===== src/rtl/compare_seq.sv =====
// -----------------------------------------------------------------------------
// compare_seq
//   Sequential magnitude comparator. Two WIDTH-bit operands are captured on a
//   start request and scanned one DIGIT-bit digit per cycle, most-significant
//   digit first, stopping at the first digit that differs. Signed compares are
//   turned into unsigned ones by flipping both operand MSBs (offset binary).
//
//   The comparison of each digit is registered before it is acted on. A
//   compare whose first differing digit is k therefore raises done k+2 edges
//   after the start-sampling edge (N+1 edges when the operands are equal).
//
// Ports
//   clk          clock, all state changes on the rising edge
//   rst_n        asynchronous active-low reset
//   start        compare request, sampled only while idle
//   signed_mode  1 = two's-complement compare, 0 = unsigned (captured with start)
//   A, B         operands (captured with start)
//   busy         high while a compare is in progress
//   done         one-cycle pulse when a new result is registered
//   AeqB/AgtB/AltB  registered result flags, held until the next done
// -----------------------------------------------------------------------------
module compare_seq #(
  parameter int WIDTH = 16,
  parameter int DIGIT = 4
) (
  input  logic             clk,
  input  logic             rst_n,
  input  logic             start,
  input  logic             signed_mode,
  input  logic [WIDTH-1:0] A,
  input  logic [WIDTH-1:0] B,
  output logic             busy,
  output logic             done,
  output logic             AeqB,
  output logic             AgtB,
  output logic             AltB
);

  localparam int N     = WIDTH / DIGIT;
  localparam int IDX_W = (N > 1) ? $clog2(N) : 1;
  localparam logic [IDX_W-1:0] LAST_IDX = IDX_W'(N - 1);

  if ((WIDTH % DIGIT) != 0 || DIGIT < 1) begin : g_param_check
    $error("compare_seq: WIDTH must be a positive multiple of DIGIT");
  end

  typedef enum logic {
    IDLE,
    CMP
  } state_t;

  state_t             r_state;
  logic [WIDTH-1:0]   r_a;        // captured operands, MSB already offset in signed mode
  logic [WIDTH-1:0]   r_b;
  logic [IDX_W-1:0]   r_idx;      // digit currently being compared, 0 = most significant
  logic               r_pv;       // r_pgt/r_plt/r_plast hold a valid digit result
  logic               r_pgt;
  logic               r_plt;
  logic               r_plast;    // registered digit was the least-significant one
  logic               r_busy;
  logic               r_done;
  logic               r_eq;
  logic               r_gt;
  logic               r_lt;

  logic [WIDTH-1:0]   w_sh_a;
  logic [WIDTH-1:0]   w_sh_b;
  logic [DIGIT-1:0]   w_dig_a;
  logic [DIGIT-1:0]   w_dig_b;

  // Shift the selected digit up to the top so it can be taken with a fixed slice.
  assign w_sh_a  = r_a << (r_idx * DIGIT);
  assign w_sh_b  = r_b << (r_idx * DIGIT);
  assign w_dig_a = w_sh_a[WIDTH-1 -: DIGIT];
  assign w_dig_b = w_sh_b[WIDTH-1 -: DIGIT];

  // NOTE: all state below is updated with non-blocking assignments so every
  // register sees the pre-edge value of every other register, regardless of
  // statement order inside the block.
  always_ff @(posedge clk or negedge rst_n) begin
    if (!rst_n) begin
      r_state <= IDLE;
      r_a     <= '0;
      r_b     <= '0;
      r_idx   <= '0;
      r_pv    <= 1'b0;
      r_pgt   <= 1'b0;
      r_plt   <= 1'b0;
      r_plast <= 1'b0;
      r_busy  <= 1'b0;
      r_done  <= 1'b0;
      r_eq    <= 1'b0;
      r_gt    <= 1'b0;
      r_lt    <= 1'b0;
    end else begin
      r_done <= 1'b0;
      case (r_state)
        IDLE: begin
          if (start) begin
            // Flipping both MSBs maps two's complement onto offset binary,
            // after which a plain unsigned digit scan gives the signed order.
            r_a     <= {A[WIDTH-1] ^ signed_mode, A[WIDTH-2:0]};
            r_b     <= {B[WIDTH-1] ^ signed_mode, B[WIDTH-2:0]};
            r_idx   <= '0;
            r_pv    <= 1'b0;
            r_state <= CMP;
            r_busy  <= 1'b1;
          end
        end

        CMP: begin
          if (r_pv && (r_pgt || r_plt)) begin
            // First differing digit decides the result.
            r_eq    <= 1'b0;
            r_gt    <= r_pgt;
            r_lt    <= r_plt;
            r_done  <= 1'b1;
            r_busy  <= 1'b0;
            r_pv    <= 1'b0;
            r_state <= IDLE;
          end else if (r_pv && r_plast) begin
            r_eq    <= 1'b1;
            r_gt    <= 1'b0;
            r_lt    <= 1'b0;
            r_done  <= 1'b1;
            r_busy  <= 1'b0;
            r_pv    <= 1'b0;
            r_state <= IDLE;
          end else begin
            r_pgt   <= (w_dig_a > w_dig_b);
            r_plt   <= (w_dig_a < w_dig_b);
            r_plast <= (r_idx == LAST_IDX);
            r_pv    <= 1'b1;
            if (r_idx != LAST_IDX) begin
              r_idx <= r_idx + 1'b1;
            end
          end
        end

        default: r_state <= IDLE;
      endcase
    end
  end

  assign busy = r_busy;
  assign done = r_done;
  assign AeqB = r_eq;
  assign AgtB = r_gt;
  assign AltB = r_lt;

endmodule


===== config.mk =====
export PLATFORM = sky130hd
export DESIGN_NAME = compare_seq
export DESIGN_NICKNAME = d
export VERILOG_FILES = /design/src/rtl/compare_seq.sv
export SDC_FILE = /design/constraint.sdc
export NUM_CORES = 1
export LEC_CHECK = 0
export CAP_MARGIN = 0
export CORE_MARGIN = 2
export CORE_UTILIZATION = 35
export CTS_CLUSTER_SIZE = 25
export DETAILED_ROUTE_END_ITERATION = 10
export REMOVE_ABC_BUFFERS = 1
export SETUP_SLACK_MARGIN = 0.1
export SLEW_MARGIN = 30
export SYNTH_ARGS = -nofsm -noshare
export SYNTH_HDL_FRONTEND = slang
export SYNTH_SLANG_ARGS = --single-unit

===== constraint.sdc =====
create_clock -name clk -period 2.2 [get_ports clk]
set_clock_uncertainty 0.15 [all_clocks]
set_input_delay 0.44 -clock clk [delete_from_list [all_inputs] [get_ports clk]]
set_output_delay 0.44 -clock clk [all_outputs]
set_load 0.02 [all_outputs]

## After elaboration in Yosys (flattened, before gate mapping)

Index checks and enable logic that the tools add are counted.

| storage, ports and cells | value |
|---|---|
| bits in registers | 44 |
| output and inout bits | 5 |
| logic and storage cells | 61 |
| input bits | 36 |

| cells by class | value |
|---|---|
| equal/unequal tests | 7 |
| add/subtract/negate cells | 1 |
| magnitude comparators | 2 |
| bitwise gates (word level) | 5 |
| muxes and demuxes | 22 |
| reductions and logical operators | 9 |
| shift-type cells | 2 |

Operators by type and width:

| cell | count |
|---|---|
| $shl 16x4->16 | 2 |
| $mux 1 | 14 |
| $mux 2 | 4 |
| $ne 2x2->1 const B | 4 |
| $pmux 1 s2 | 3 |
| $reduce_and 2->1 | 3 |
| $gt 4x4->1 | 1 |
| $lt 4x4->1 | 1 |
| $pmux 2 s2 | 1 |
| $reduce_and 4->1 | 1 |
| $ne 3x1->1 const B | 1 |
| $not 1->1 | 3 |
| $reduce_and 3->1 | 1 |
| $add 2x1->2 const B | 1 |
| $eq 2x2->1 const B | 1 |
| $logic_and 1x1->1 | 2 |
| $ne 2x1->1 const B | 1 |
| $reduce_bool 2->1 | 1 |
| $xor 1x1->1 | 2 |
| $logic_or 1x1->1 | 1 |

## Logic depth before layout (Yosys ltp)

Gate-level depths: netlist of the first run.

| depth | value |
|---|---|
| depth after elaboration | 5 |
| gate-level depth with buffers | 8 |
| gate-level depth less buffers | 7 |

## Least setup slack after synthesis of the first run

No wires, ideal clock.

| path | value |
|---|---|
| kind | reg-to-reg |
| from | register r_idx[0] |
| to | register r_plt |
| buffers on the path | 1 |
| path slack | 0.029 ns |
| data required time | 1.925 ns |
| cell stages (with the launch flop) | 7 |
| period minus slack after synthesis | 2.171 ns |
| arrival time | 1.896 ns |
| setup time | 0.125 ns |
| cells stage by stage | dfrtp_1 buf_2 mux4_2 ha_1 nand2_1 o21a_1 mux2_2 |

| on the way | value |
|---|---|
| cells in the longest elaborated chain, start to end | 2 |
| elaborated cells between the ends (all ways) | 3 |
| classes of those cells | order compare (1); shift (2) |

RTL lines:

| what | line | source |
|---|---|---|
| from (decl) | 55 | `logic [IDX_W-1:0] r_idx;` |
| from (signal assigned) | 135 | `r_idx <= r_idx + 1'b1;` |
| $shl 16x4->16, on equally long branches | 72, 73 |  |
| $lt 4x4->1 * | 131 | `r_plt <= (w_dig_a < w_dig_b);` |
| to (signal assigned) | 131 |  |
| to (decl) | 58 | `logic r_plt;` |

Every way passes the cells marked *; elsewhere a longest branch is shown, timed or not.
A chain may end at the register's enable or synchronous reset.

## Worst setup path in the final report of the first run

Same ends and word-level chain as after synthesis.

==> metrics.md, run 1 <==
| Metric | Value |
|---|---|
| Status | `finished clean` |
| Hold-fix buffers at CTS | `0` |
| Post-synth cell types | `23` |
| Final setup vio count | `0` |
| Final Critical Period | `2.093 ns` |
| Cells after Synth | `134` |
| Worst path required time | `approximately 2.2 ns` |
| Io pins | `41` |
| Post-DP HPWL | `2680 um` |
| Register area | `1101 um2` |
| IR drop worst, VDD | `0.6607 mV` |
| Max Fclk | `between 400 and 500 MHz` |
| Clk pin slew, worst setup/hold paths | `0.08 ns` |
| Vias post-DR | `1,243` |
| Relative slew slack | `0.5664` |
| Gr usage total | `0.1260` |
| Worst Path Max Fanout | `4` |
| Initial Util | `0.3595` |
| Initial antenna violation count | `0` |
| Skew-Pair Late Insertion Delay | `0.29 ns` |
| Post-synthesis cell area | `2103 um2` |
| H-tree depth | `2` |
| Drt wl/cell | `14.23 um` |
| Post-synthesis sequential area ratio | `0.5235` |
| RSZ-0062 raised after global routing | `true` |
| WS Path Type | `reg2reg` |
| Buffers on Ports | `40` |
| Final instance area | `2754 um2` |
| Die area | `between 6000 and 7000 um2` |
| Vias in the first global route | `1,329` |
| Number of fill cells | `506` |
| Initial DRC count | `17` |
| Antenna Nets Post-Route | `0` |
| TritonCTS clock tree | `yes` |
| RD Place Congestion | `around 0.75` |
| Area of the multi-input gates | `954.7 um2` |
| Number of cell rows | `28` |
| Min-Delay Path Class | `in2async` |
| Via/cell ratio | `between 4 and 5` |
| Final Max Tran Viols | `0` |
| Worst EP arrival | `2.13 ns` |
| Flops & latches, synth | `44` |
| Setup TNS | `0 ns` |
| DR pass1 iterations | `4` |
| DIE HEIGHT | `81.52 um` |
| Antenna cells | `0` |
| CTS Buffer Depth | `2` |
| Die width | `81.52 um` |
| Period utilisation layout | `0.9515` |
| Pwr per Cell Area | `1458 nW/um2` |
| Global-route wire length before repair | `between 6000 and 7000 um` |
| Area grow syn2layout | `30.93%` |
| Final wirelength | `3685 um` |
| Most frequent cells in the layout | `dfrtp_1, clkdlybuf4s50_1, mux2_4` |
| CP endpoint kind | `register` |
| Placed Area | `2596 um2` |
| Crit path launch type | `register` |
| Worst slew pin tran | `between 0.6 and 0.7 ns` |
| Maxcap violations | `0` |
| Largest net degree at the start of global routing | `31` |
| TritonCTS Buffers | `5` |
| Leak | `0.001188 uW` |
| CTS root buf | `clkbuf_8` |
| Commonest non-fill, non-tap cell in the layout | `dfrtp_1` |
| Clock sinks | `44` |
| GR Overflow Total | `0` |
| Residual DRC | `0` |
| Placeable core area | `just under 6000 um2` |
| Nets | `224` |
| Mean post-synth cell area | `about 16 um2` |
| YS warnings | `0` |
| Layout cells sized above 1 | `0.3315` |
| Final hold vios | `0` |
==> layer usage <==
layer  GRT usage  wire [um]
met5           0          0
met4     0.06610         85
met3     0.02747        149
met2      0.1861       1662
met1      0.1731       1788
==> cells in the mapped netlist <==
cell      count  area (um2)
a21oi_1       5       25.02
a32o_1        3       30.03
a41o_1        1       10.01
buf_12        2       40.04
buf_2         1       5.000
buf_6         2       22.52
clkbuf_1      1       3.750
dfrtp_1      44        1101
ha_1          5       62.56
inv_1         7       26.28
mux2_2        7       78.83
mux2_4       25       375.4
mux4_2        8       180.2
nand2_1       6       22.52
nor2_1        5       18.77
nor2b_1       1       6.260
nor2b_2       1       8.760
o21a_1        1       7.510
o21ai_0       3       15.01
o21ai_1       1       5.000
o311ai_4      1       26.28
o31ai_1       2       15.01
xnor2_1       2       17.52
==> stage by stage <==
step | setup WS (ns) | power, uW | instances | util | hold WS (ns)
detailed placement | 0.1064 | 3299 | 249 | 0.4438 | 0.3237
finish | 0.1067 | 4015 | 259 | 0.4707 | 0.01819
global route | 0.01305 | 4345 | 259 | 0.4707 | 0.06117
floorplan | -0.4120 | 2775 | 128 | - | -0.005591
global placement | 0.1277 | 3265 | 249 | 0.4438 | 0.3138
CTS | 0.1098 | 3916 | 259 | 0.4651 | 0.03510
==> registers in the layout (all words and copies together), names as in the netlist <==
signal   flops
AeqB         1
AgtB         1
AltB         1
busy         1
done         1
r_a         16
r_b         16
r_idx        2
r_pgt        1
r_plast      1
r_plt        1
r_pv         1
r_state      1
==> cells by family (layout without fill, tap and decap cells) <==
family	count (synthesis)	after routing	synth area share
DFF	44	44	0.5235
muxes	40	40	0.3016
AOI/OAI and AO/OA	17	17	0.06365
and+or+nand+nor	13	13	0.02677
buffers and inverters	13	63	0.04640
adders and majority gates	5	5	0.02974
xor gates and xnor gates	2	2	0.008330
==> path summary, 6_finish.rpt <==
| kind | start | to | slack (ns) | cells after the start |
|---|---|---|---|---|
| max in group asynchronous | rst_n | r_a[10] | 1.23 | 2 |
| max | r_idx[0] | r_plt | 0.11 | 6 |
| min | rst_n | r_a[12] | 0.02 | 1 |
| min in group clk | AeqB | AeqB | 0.34 | 2 |
| min reg2reg | AeqB | AeqB | 0.34 | 2 |
| max reg2reg | r_idx[0] | r_plt | 0.11 | 6 |
==> timing repair <==
item                                   CTS  global route
gates resized for setup                  3             4
pin swaps                                0             4
setup endpoints to repair                1             1
buffers inserted                         2             0
endpoints found under the hold margin    0             0
==> where the power goes <==
part	internal [uW]	switching [uW]	total, uW
clock network	256	257	513
registers	1210	307	1520
logic	1240	737	1980
total	2710	1300	4020
==> layout make-up <==
| type | count | area share |
|---|---|---|
| flip-flops and latches | 44 | 0.3998 |
| multi-input cells | 77 | 0.3467 |
| repair buffers | 48 | 0.1772 |
| well taps | 75 | 0.03408 |
| clock buffers | 8 | 0.03271 |
| inverters | 7 | 0.009541 |
==> critical path: stages (launching register included) <==
cell     delay [ns]
dfrtp_1        0.38
buf_6          0.14
mux4_2         0.53
ha_4           0.30
nand2_1        0.05
o21a_1         0.18
mux2_4         0.26
(Power assumes the default switching activity.)
==> inputs of run 2 (changes only) <==
GPL_ROUTABILITY_DRIVEN = 0   (was not set)
==> results of run 2 <==
No change in the layout: final DEF, timing and power equal those of run 1.
==> inputs of run 3 (changes only) <==
PLACE_DENSITY = 0.65   (was not set)
==> run 3 against run 2 <==
  * Sequential cell count unchanged
  * Wire length up 9.1%
  * Clock-buffer cell count decreased by 2
  * Clock power up 17%
  * Critical path depth did not move
  * Register-to-register slack worse by 0.06 ns
  * First-iteration DRC count up 100%
  * Largest cell class unchanged
==> metrics.md, run 3 (synthesis gave the netlist of run 1 again) <==
| Metric | Value |
|---|---|
| Worst Path Max Fanout | `5 (+1)` |
| Buffers on Ports | `40 (unchanged)` |
| Pwr per Cell Area | `1550 nW/um2 (+6.3%)` |
| Number of cell rows | `28 (unchanged)` |
| Nets | `227 (+1.3%)` |
| Crit. Startpoint | `r_idx[0]` |
| Clock sinks | `44 (unchanged)` |
| WS Path Type | `reg2reg` |
| Most frequent cells in the layout | `dfrtp_1, clkdlybuf4s50_1, mux2_4` |
| Sequential share of power | `0.350 (-0.029)` |
| NetSw | `1417 uW (+8.9%)` |
| Vias post-DR | `1,267 (+1.9%)` |
| Period utilisation layout | `0.9794 (+0.02792)` |
| Sw Share | `0.3219 (-0.002021)` |
| Final Max Tran Viols | `0 (unchanged)` |
| Clock power frac | `0.136 (+0.008)` |
| Layout cells sized above 1 | `0.3690 (+0.03746)` |
| Gr usage total | `0.1342 (+0.008243)` |
| Relative slew slack | `0.6602 (+0.09378)` |
| Tot Pwr | `4400 uW (+9.6%)` |
| Initial DRC count | `34 (+17)` |
| Commonest non-fill, non-tap cell in the layout | `dfrtp_1` |
| Via/cell ratio | `4.836 (+0.76%)` |
| Final wirelength | `4022 um (+9.1%)` |
| Comb pwr share | `0.514 (+0.020)` |
| Die area | `6646 um2 (unchanged)` |
| Die width | `81.52 um (unchanged)` |
| H-tree depth | `2 (unchanged)` |
| Hold_sp | `AeqB` |
| Status | `finished clean` |
| Max Fclk | `464.1 MHz (-2.9%)` |
| IR drop worst, VDD | `0.5869 mV (-11%)` |
| Internal power | `2984 uW (+9.9%)` |
| Global-route wire length before repair | `6679 um (+7.8%)` |
| GR Overflow Total | `0 (unchanged)` |
| Final setup vio count | `0 (unchanged)` |
| Area grow syn2layout | `34.98%` |
| Initial antenna violation count | `0 (unchanged)` |
| Placeable core area | `5851 um2 (unchanged)` |
| DIE HEIGHT | `81.52 um (unchanged)` |
| CTS root buf | `clkbuf_8` |
| Antenna Nets Post-Route | `0 (unchanged)` |
| DR pass1 iterations | `3 (-1)` |
| Post-DP HPWL | `2746 um (+2.5%)` |
| CP endpoint kind | `register` |
| Leak | `0.001220 uW (+2.7%)` |
| Vias in the first global route | `1,400 (+5.3%)` |
| RSZ-0062 raised after global routing | `true` |
| Clk pin slew, worst setup/hold paths | `0.08 ns (about the same)` |
| Largest net degree at the start of global routing | `24 (-23%)` |
| Worst path required time | `2.23 ns (about the same)` |
| Min-Delay Path Class | `reg2reg` |
| Antenna cells | `0 (unchanged)` |
| Worst slew pin tran | `0.5097 ns (-0.1407 ns)` |
| Maxcap violations | `0 (unchanged)` |
| Skew-Pair Late Insertion Delay | `0.29 ns (about the same)` |
| CTS Buffer Depth | `2 (unchanged)` |
| Final hold vios | `0 (unchanged)` |
| Drt wl/cell | `15.35 um (+7.9%)` |
| Io pins | `41 (unchanged)` |
| Reg2reg start | `r_idx[0]` |
| Worst EP arrival | `2.18 ns (+0.05 ns)` |
| Initial Util | `0.3595 (unchanged)` |
| Hold slack | `0.3566 ns (+0.3384 ns)` |
| Final Critical Period | `2.155 ns (+0.06143 ns)` |
| Biggest regs | `r_a x16, r_b x16, r_idx x2` |
| Crit path launch type | `register` |
| TritonCTS clock tree | `yes` |
| TritonCTS Buffers | `5 (unchanged)` |
| Residual DRC | `0 (unchanged)` |
-- run 3: cell count changes in the layout (fill, tap and decap cells not counted), sizes merged --
cell         before  now
clkbuf            8    6
clkinv            0    1
bufinv            0    1
dlygate4sd3       0    1
buf               9   11
-- run 3: power groups by stage --
stage	Clock [uW]	Combinational [uW]	Sequential [uW]
global placement	0	1730	1530
global route	653	2440	1600
finish	599	2260	1540
CTS	618	2110	1540
floorplan	0	1260	1510
detailed placement	0	1790	1550
-- run 3: metal layers --
layer  track usage  up-vias  wire [um]
li1              -      591          -
met1        0.1635      637       1763
met2        0.2270       32       2032
met3       0.03187        7        151
met4       0.05763        0         75
met5             0        -          0
-- run 3: what timing repair did --
action / 4_1_cts / 5_1_grt
hold buffers: 1 / 0
gates cloned: 1 / 0
gates resized for setup: 8 / 6
endpoints found under the hold margin: 22 / 0
buffers inserted: 3 / 1
setup endpoints to repair: 1 / 2
pin swaps: 4 / 6
-- run 3: layout make-up --
class | instances | area, um2
Clock buffer | 6 | 72.57
Clock inverter | 2 | 35.03
Fill cell | 485 | 3012
Inverter | 7 | 26.28
Multi-Input combinational cell | 77 | 959.7
Sequential cell | 44 | 1102
Tap cell | 75 | 93.84
Timing Repair Buffer | 51 | 549.3
-- run 3: metrics by stage --
stage | util | std cells | setup TNS (ns) | worst slack, ns | instance area [um2]
finish | 0.4852 | 262 | 0 | 0.04524 | 2839
global route | 0.4852 | 262 | 0 | 0.007980 | 2839
CTS | 0.4803 | 261 | 0 | 0.07157 | 2810
detailed placement | 0.4446 | 248 | 0 | 0.06914 | 2601
global placement | 0.4446 | 248 | 0 | 0.09969 | 2601
floorplan | - | 128 | -6.712 | -0.4120 | 2032
-- run 3: path summary, 6_finish.rpt --
check	cells after the start	slack, ns	endpoint
worst min register to register	2	0.36	AeqB
worst min-delay path	2	0.36	AeqB
worst max-delay path	6	0.05	r_plt
min in group asynchronous	2	0.49	r_a[8]
worst max register to register	6	0.05	r_plt
max in group asynchronous	3	0.71	r_a[14]
-- run 3: worst max-delay path: stages, from the launching register on --
cell,delay (ns)
dfrtp_2,0.42
buf_12,0.13
mux4_2,0.52
ha_4,0.30
nand2_2,0.04
o21a_1,0.19
mux2_4,0.28
